--- src/rtl/dmem_wbuf_bridge.sv ---
// dmem_wbuf_bridge: CPU data-port bridge with a FIFO write buffer.
// Stores are posted into a DEPTH-entry buffer and drained to memory in order.
// A load that is not forwarded waits until every older store has been written,
// then performs a single memory read.
// Optional feature macro: DMEM_WBUF_FWD_EN (store-to-load forwarding from the buffer).
module dmem_wbuf_bridge #(
    parameter int unsigned DEPTH = 4
) (
    input  logic        clk,
    input  logic        rst_n,
    input  logic        cpu_req,
    input  logic        cpu_wen,
    input  logic [31:0] cpu_addr,
    input  logic [31:0] cpu_wdata,
    output logic [31:0] cpu_rdata,
    output logic        cpu_stall,
    output logic        mem_read,
    output logic        mem_write,
    output logic [31:0] mem_addr,
    output logic [31:0] mem_wdata,
    input  logic [31:0] mem_rdata,
    input  logic        mem_ready
);

    localparam int unsigned PW = (DEPTH > 1) ? $clog2(DEPTH) : 1;
    localparam int unsigned CW = PW + 1;
    localparam logic [CW-1:0] DEPTH_C = CW'(DEPTH);
    localparam logic [CW-1:0] ONE_C   = CW'(1);

    typedef enum logic [1:0] {
        S_IDLE,
        S_DRAIN,
        S_READ,
        S_RESP
    } state_t;

    state_t        state_q, state_d;
    logic [CW-1:0] count_q, count_d;
    logic [PW-1:0] wr_ptr_q, wr_ptr_d;
    logic [PW-1:0] rd_ptr_q, rd_ptr_d;
    logic [31:0]   rdata_q, rdata_d;
    logic [29:0]   ld_addr_q, ld_addr_d;

    logic [29:0]   buf_addr_q [DEPTH];
    logic [31:0]   buf_data_q [DEPTH];

    logic          push, pop;
    logic          load_req, store_req;
    logic          not_empty, not_full;
    logic          fwd_hit;
    logic [31:0]   fwd_data;
    logic          unused_addr_bits;

    assign load_req         = cpu_req & ~cpu_wen;
    assign store_req        = cpu_req & cpu_wen;
    assign not_empty        = (count_q != '0);
    assign not_full         = (count_q < DEPTH_C);
    assign unused_addr_bits = ^cpu_addr[1:0];

`ifdef DMEM_WBUF_FWD_EN
    logic [PW-1:0] fwd_idx;

    // Youngest matching valid entry wins: scan oldest to youngest, later hits overwrite.
    always_comb begin
        fwd_hit  = 1'b0;
        fwd_data = '0;
        fwd_idx  = '0;
        for (int unsigned i = 0; i < DEPTH; i++) begin
            fwd_idx = rd_ptr_q + PW'(i);
            if ((CW'(i) < count_q) && (buf_addr_q[fwd_idx] == cpu_addr[31:2])) begin
                fwd_hit  = 1'b1;
                fwd_data = buf_data_q[fwd_idx];
            end
        end
    end
`else
    assign fwd_hit  = 1'b0;
    assign fwd_data = '0;
`endif

    // Next-state, buffer control and command outputs; reset forces all outputs quiet.
    always_comb begin
        state_d   = state_q;
        rdata_d   = rdata_q;
        ld_addr_d = ld_addr_q;
        push      = 1'b0;
        pop       = 1'b0;
        cpu_stall = 1'b0;
        cpu_rdata = rdata_q;
        mem_read  = 1'b0;
        mem_write = 1'b0;
        mem_addr  = '0;
        mem_wdata = '0;

        case (state_q)
            S_IDLE: begin
                if (not_empty) begin
                    mem_write = 1'b1;
                    mem_addr  = {buf_addr_q[rd_ptr_q], 2'b00};
                    mem_wdata = buf_data_q[rd_ptr_q];
                    pop       = mem_ready;
                end
                if (store_req) begin
                    // Full test uses the registered count, so a same-cycle pop never frees a slot.
                    if (not_full) push = 1'b1;
                    else          cpu_stall = 1'b1;
                end else if (load_req) begin
                    if (fwd_hit) begin
                        cpu_rdata = fwd_data;
                    end else begin
                        cpu_stall = 1'b1;
                        ld_addr_d = cpu_addr[31:2];
                        state_d   = not_empty ? S_DRAIN : S_READ;
                    end
                end
            end
            S_DRAIN: begin
                cpu_stall = 1'b1;
                if (not_empty) begin
                    mem_write = 1'b1;
                    mem_addr  = {buf_addr_q[rd_ptr_q], 2'b00};
                    mem_wdata = buf_data_q[rd_ptr_q];
                    pop       = mem_ready;
                    if (mem_ready && (count_q == ONE_C)) state_d = S_READ;
                end else begin
                    state_d = S_READ;
                end
            end
            S_READ: begin
                cpu_stall = 1'b1;
                mem_read  = 1'b1;
                mem_addr  = {ld_addr_q, 2'b00};
                if (mem_ready) begin
                    rdata_d = mem_rdata;
                    state_d = S_RESP;
                end
            end
            S_RESP: begin
                cpu_rdata = rdata_q;
                state_d   = S_IDLE;
            end
            default: state_d = S_IDLE;
        endcase

        if (!rst_n) begin
            push      = 1'b0;
            pop       = 1'b0;
            cpu_stall = 1'b0;
            cpu_rdata = '0;
            mem_read  = 1'b0;
            mem_write = 1'b0;
            mem_addr  = '0;
            mem_wdata = '0;
        end
    end

    // Pointer and occupancy update; push and pop together leave count unchanged.
    always_comb begin
        wr_ptr_d = push ? (wr_ptr_q + PW'(1)) : wr_ptr_q;
        rd_ptr_d = pop  ? (rd_ptr_q + PW'(1)) : rd_ptr_q;
        count_d  = count_q;
        if (push && !pop)      count_d = count_q + ONE_C;
        else if (pop && !push) count_d = count_q - ONE_C;
    end

    // Control state register with synchronous active-low reset.
    always_ff @(posedge clk) begin
        if (!rst_n) begin
            state_q   <= S_IDLE;
            count_q   <= '0;
            wr_ptr_q  <= '0;
            rd_ptr_q  <= '0;
            rdata_q   <= '0;
            ld_addr_q <= '0;
        end else begin
            state_q   <= state_d;
            count_q   <= count_d;
            wr_ptr_q  <= wr_ptr_d;
            rd_ptr_q  <= rd_ptr_d;
            rdata_q   <= rdata_d;
            ld_addr_q <= ld_addr_d;
        end
    end

    // Buffer storage; contents are only meaningful below count, so no reset needed.
    always_ff @(posedge clk) begin
        if (push) begin
            buf_addr_q[wr_ptr_q] <= cpu_addr[31:2];
            buf_data_q[wr_ptr_q] <= cpu_wdata;
        end
    end

endmodule

--- config.mk ---
export PLATFORM = sky130hd
export DESIGN_NAME = dmem_wbuf_bridge
export DESIGN_NICKNAME = d
export VERILOG_FILES = /design/src/rtl/dmem_wbuf_bridge.sv
export SDC_FILE = /design/constraint.sdc
export NUM_CORES = 1
export LEC_CHECK = 0
export BUFFER_PORTS_ARGS = -buffer_cell sky130_fd_sc_hd__buf_2
export CORE_MARGIN = 4
export CORE_UTILIZATION = 40
export DETAILED_ROUTE_END_ITERATION = 16
export PLACE_DENSITY = 0.68
export RECOVER_POWER = 25
export SLEW_MARGIN = 20
export SYNTH_ARGS = -nofsm -noshare
export SYNTH_HDL_FRONTEND = slang
export SYNTH_SLANG_ARGS = --single-unit
--- constraint.sdc ---
create_clock -name clk -period 6.34 [get_ports clk]
set_input_delay 1.268 -clock clk [delete_from_list [all_inputs] [get_ports clk]]
set_output_delay 1.268 -clock clk [all_outputs]
set_load 0.03 [all_outputs]
==> flow_summary.yaml <==
global_route:
  grt_usage_pct: 15.9
  antenna_found_initial: 0
  busiest_layer: "met2"
  grt_pass1_wl_um: 42800
  grt_use_met2_pct: 26.4
  grt_util_met1_pct: 21.4
  grt_overflow: 0
  use_met3_pct: 3.69
  grt_pass1_vias: 7681
  grt_max_degree: 71
outcome:
  outcome: "finished clean"
placed_design:
  post-place-ws_ns: 2.26
  place.port_buffers: 195
  hpwl_um: 15600
  place_congestion: 0.752
setup_path:
  reg2reg_slack_ns: 3.46
  reg2regPathDepth: 6
  critPathArrivalTime_ns: 3.04
  cp-start-kind: "register"
  critPathMaxStageDelay_ns: 0.69
  path_delay_family: "compound AO/OA/AOI/OAI gates"
  end_kind: "primary output"
  regToRegEndpoint: "buf_data_q[2][2]"
  path_class: "reg2out"
  path_cells: "inv_1, ha_1, nand2b_1, o21a_2, buf_4, a22oi_1, nor2_1, buf_2"
  crit_fanout: 35
  crit_buf_inv: 3
  crit_slowest_cell: "o21a_2"
  r2r-start: "state_q[0]"
  cp.required_ns: 5.07
drt:
  drc: 0
  drt-vias-per-instance: 5.21
  dr.first_iter.drc_count: 434
  num_vias: 7465
  drt-pass1-iter-count: 5
  totalWireLength_um: 27900
  antenna_left: 0
  avgRoutedWirePerCell_um: 19.5
sta:
  worst_clock_skew_ns: 0.0142
  clock.fmax_mhz: 232
  timing.slew.headroom_pct: 29.1
  rsz0062_at_grt: "no"
  slew_viol_final: 0
  tns_ns: 0
  worst_pin_slew_ns: 1.06
  fin_crit_sh_pct: 68.0
  setup_slack_ns: 2.03
  setup_viol: 0
  hold_viol_final: 0
  fin_crit_ns: 4.31
pwr:
  irDropWorstVdd_mv: 0.237
  leakage_nw: 5.38
  sw_frac_of_total_pct: 29.4
  power_switching_mw: 1.69
  seqPwrFrac_pct: 43.5
  intPower_mw: 4.04
  p_clk_share_pct: 35.0
  power.share.combinational_pct: 21.5
  power_density_nw_per_um2: 382
final_layout:
  most-common-layout-cells: "248 x edfxtp_1, 149 x buf_2, 130 x nand2_1"
  final_core_util_pct: 48.5
  nets: 1125
  syn2layout_area_growth_pct: 18.2
  layout_commonest_cell: "edfxtp_1"
  drive_gt1_share_pct: 27.1
clock_network:
  clock_sinks: 321
  htree_num_levels: 2
  cts_tree: "built"
  clock_path_buffers: 3
  ctsRootBufferMaster: "clkbuf_16"
  postCtsHoldBufs: 0
  cts-resized-gates: 0
  cts.clk_slew.worst_paths_ns: 0.06
  cts_setup_buffers: 0
  cts_buffers: 36
  clock_latency_ns: 0.50
floorplanning:
  core_um2: 30900
  die_w_um: 186
  fp.dieH_um: 186
  io_pins: 200
  start_util_pct: 41.0
  dieArea_um2: 34600
  fp-row-count: 64
synth:
  yosys_warnings: 0
  syn_inst: 829
  ys_types: 32
  yosysSeqAreaShare_pct: 70.2
  yosys_register_bits: 321
  syn_area_um2: 12700
  syn_area_per_cell_um2: 15.3
run:
  max_cap_viol_count: 0
hold_path:
  holdPathStages: 2
  worstHoldPathType: "reg2reg"
  hold_start: "rdata_q[28]"
  hold_end: "rdata_q[28]"
flip-flops by register name (all words and copies together) (netlist names), named ones only:
name and flops:
state_q 2, wr_ptr_q 2, count_q 3, buf_addr_q 120, rd_ptr_q 2, rdata_q 32, buf_data_q 128, ld_addr_q 30
logic make-up after synthesis:
group | count (synthesis) | share of synthesized area [%]
DFF | 321 | 70.2
and+or+nand+nor | 250 | 8.96
AOI/OAI and AO/OA | 105 | 4.88
buffers and inverters | 68 | 2.87
muxes | 66 | 11.4
adders and majority gates | 13 | 1.28
xor gates and xnor gates | 5 | 0.345
other | 1 | 0.0296
how the worst max path moves through the flow:
stage / start / endpoint / slack [ns] / cells after the start
after global routing: count_q[0] / mem_addr[27] / 1.79 / 8
final: count_q[0] / mem_addr[19] / 2.03 / 8
after floorplan: cpu_req / buf_addr_q[0][0] / 2.57 / 4
after CTS: register / mem_wdata[0] / 1.91 / 4
after detailed placement: rst_n / mem_addr[21] / 2.26 / 5
after global placement: rst_n / mem_addr[27] / 2.31 / 5
metrics by stage:
step	cell area [µm²]	std cells	hold slack (ns)	total power, mW
after CTS	15000	1432	0.451	5.82
after detailed placement	13900	1369	0.443	3.80
after floorplan	12700	830	0.432	3.47
final	15000	1433	0.448	5.73
after global placement	13900	1369	0.437	3.78
after global routing	15000	1432	0.468	6.01
cell type report:
type,instances,area (µm²)
fillers,2676,15900
repair buffers,202,971
diodes,1,2.50
clock inverters,18,176
flip-flops and latches,321,8920
inverters,9,33.8
well taps,396,495
clock buffers,45,966
multi-input cells,441,3430
per-layer routing:
| layer | part of all wire, % | vias up |
|---|---|---|
| met4 | 2.1 | 0 |
| li1 | - | 3453 |
| met5 | 0 | - |
| met2 | 48 | 252 |
| met3 | 7.3 | 41 |
| met1 | 43 | 3719 |
worst register-to-register path: cells and delay by family, from the launching register on:
family        cells  cell delay [ns]
simple gates      4             1.69
flops             1             0.34
fa+ha+maj         1             0.33
buf+inv           1             0.09
synth_stat cells, drive strengths merged:
cell type  number  share of area (%)
edfxtp        248                 59
nand2         130                3.8
dfxtp          73                 12
a21oi          66                2.6
mux4           62                 11
nor2           41                1.2
and2           39                1.9
and3           32                1.6
clkbuf         32               0.95
a22oi          30                1.8
buf            27                1.7
ha             13                1.3
inv             9               0.27
mux2i           4               0.32
o21ai           4               0.16
nand2b          3               0.15
xor2            3               0.21
o211a           2               0.16
or2             2              0.099
xnor2           2               0.14
conb            1              0.030
nand3           1              0.039
nand3b          1              0.059
o2111ai         1              0.069
o211ai          1              0.059
o21a            1              0.059
or3             1              0.049
power by group through the flow:
stage / combinational, mW / sequential, mW / clock, mW
6_report: 1.23 / 2.49 / 2.01
2_1_floorplan: 1.02 / 2.45 / 0
3_3_place_gp: 1.24 / 2.54 / 0
4_1_cts: 1.26 / 2.50 / 2.06
5_1_grt: 1.35 / 2.52 / 2.14
3_5_place_dp: 1.25 / 2.55 / 0
(Power assumes the default switching activity.)
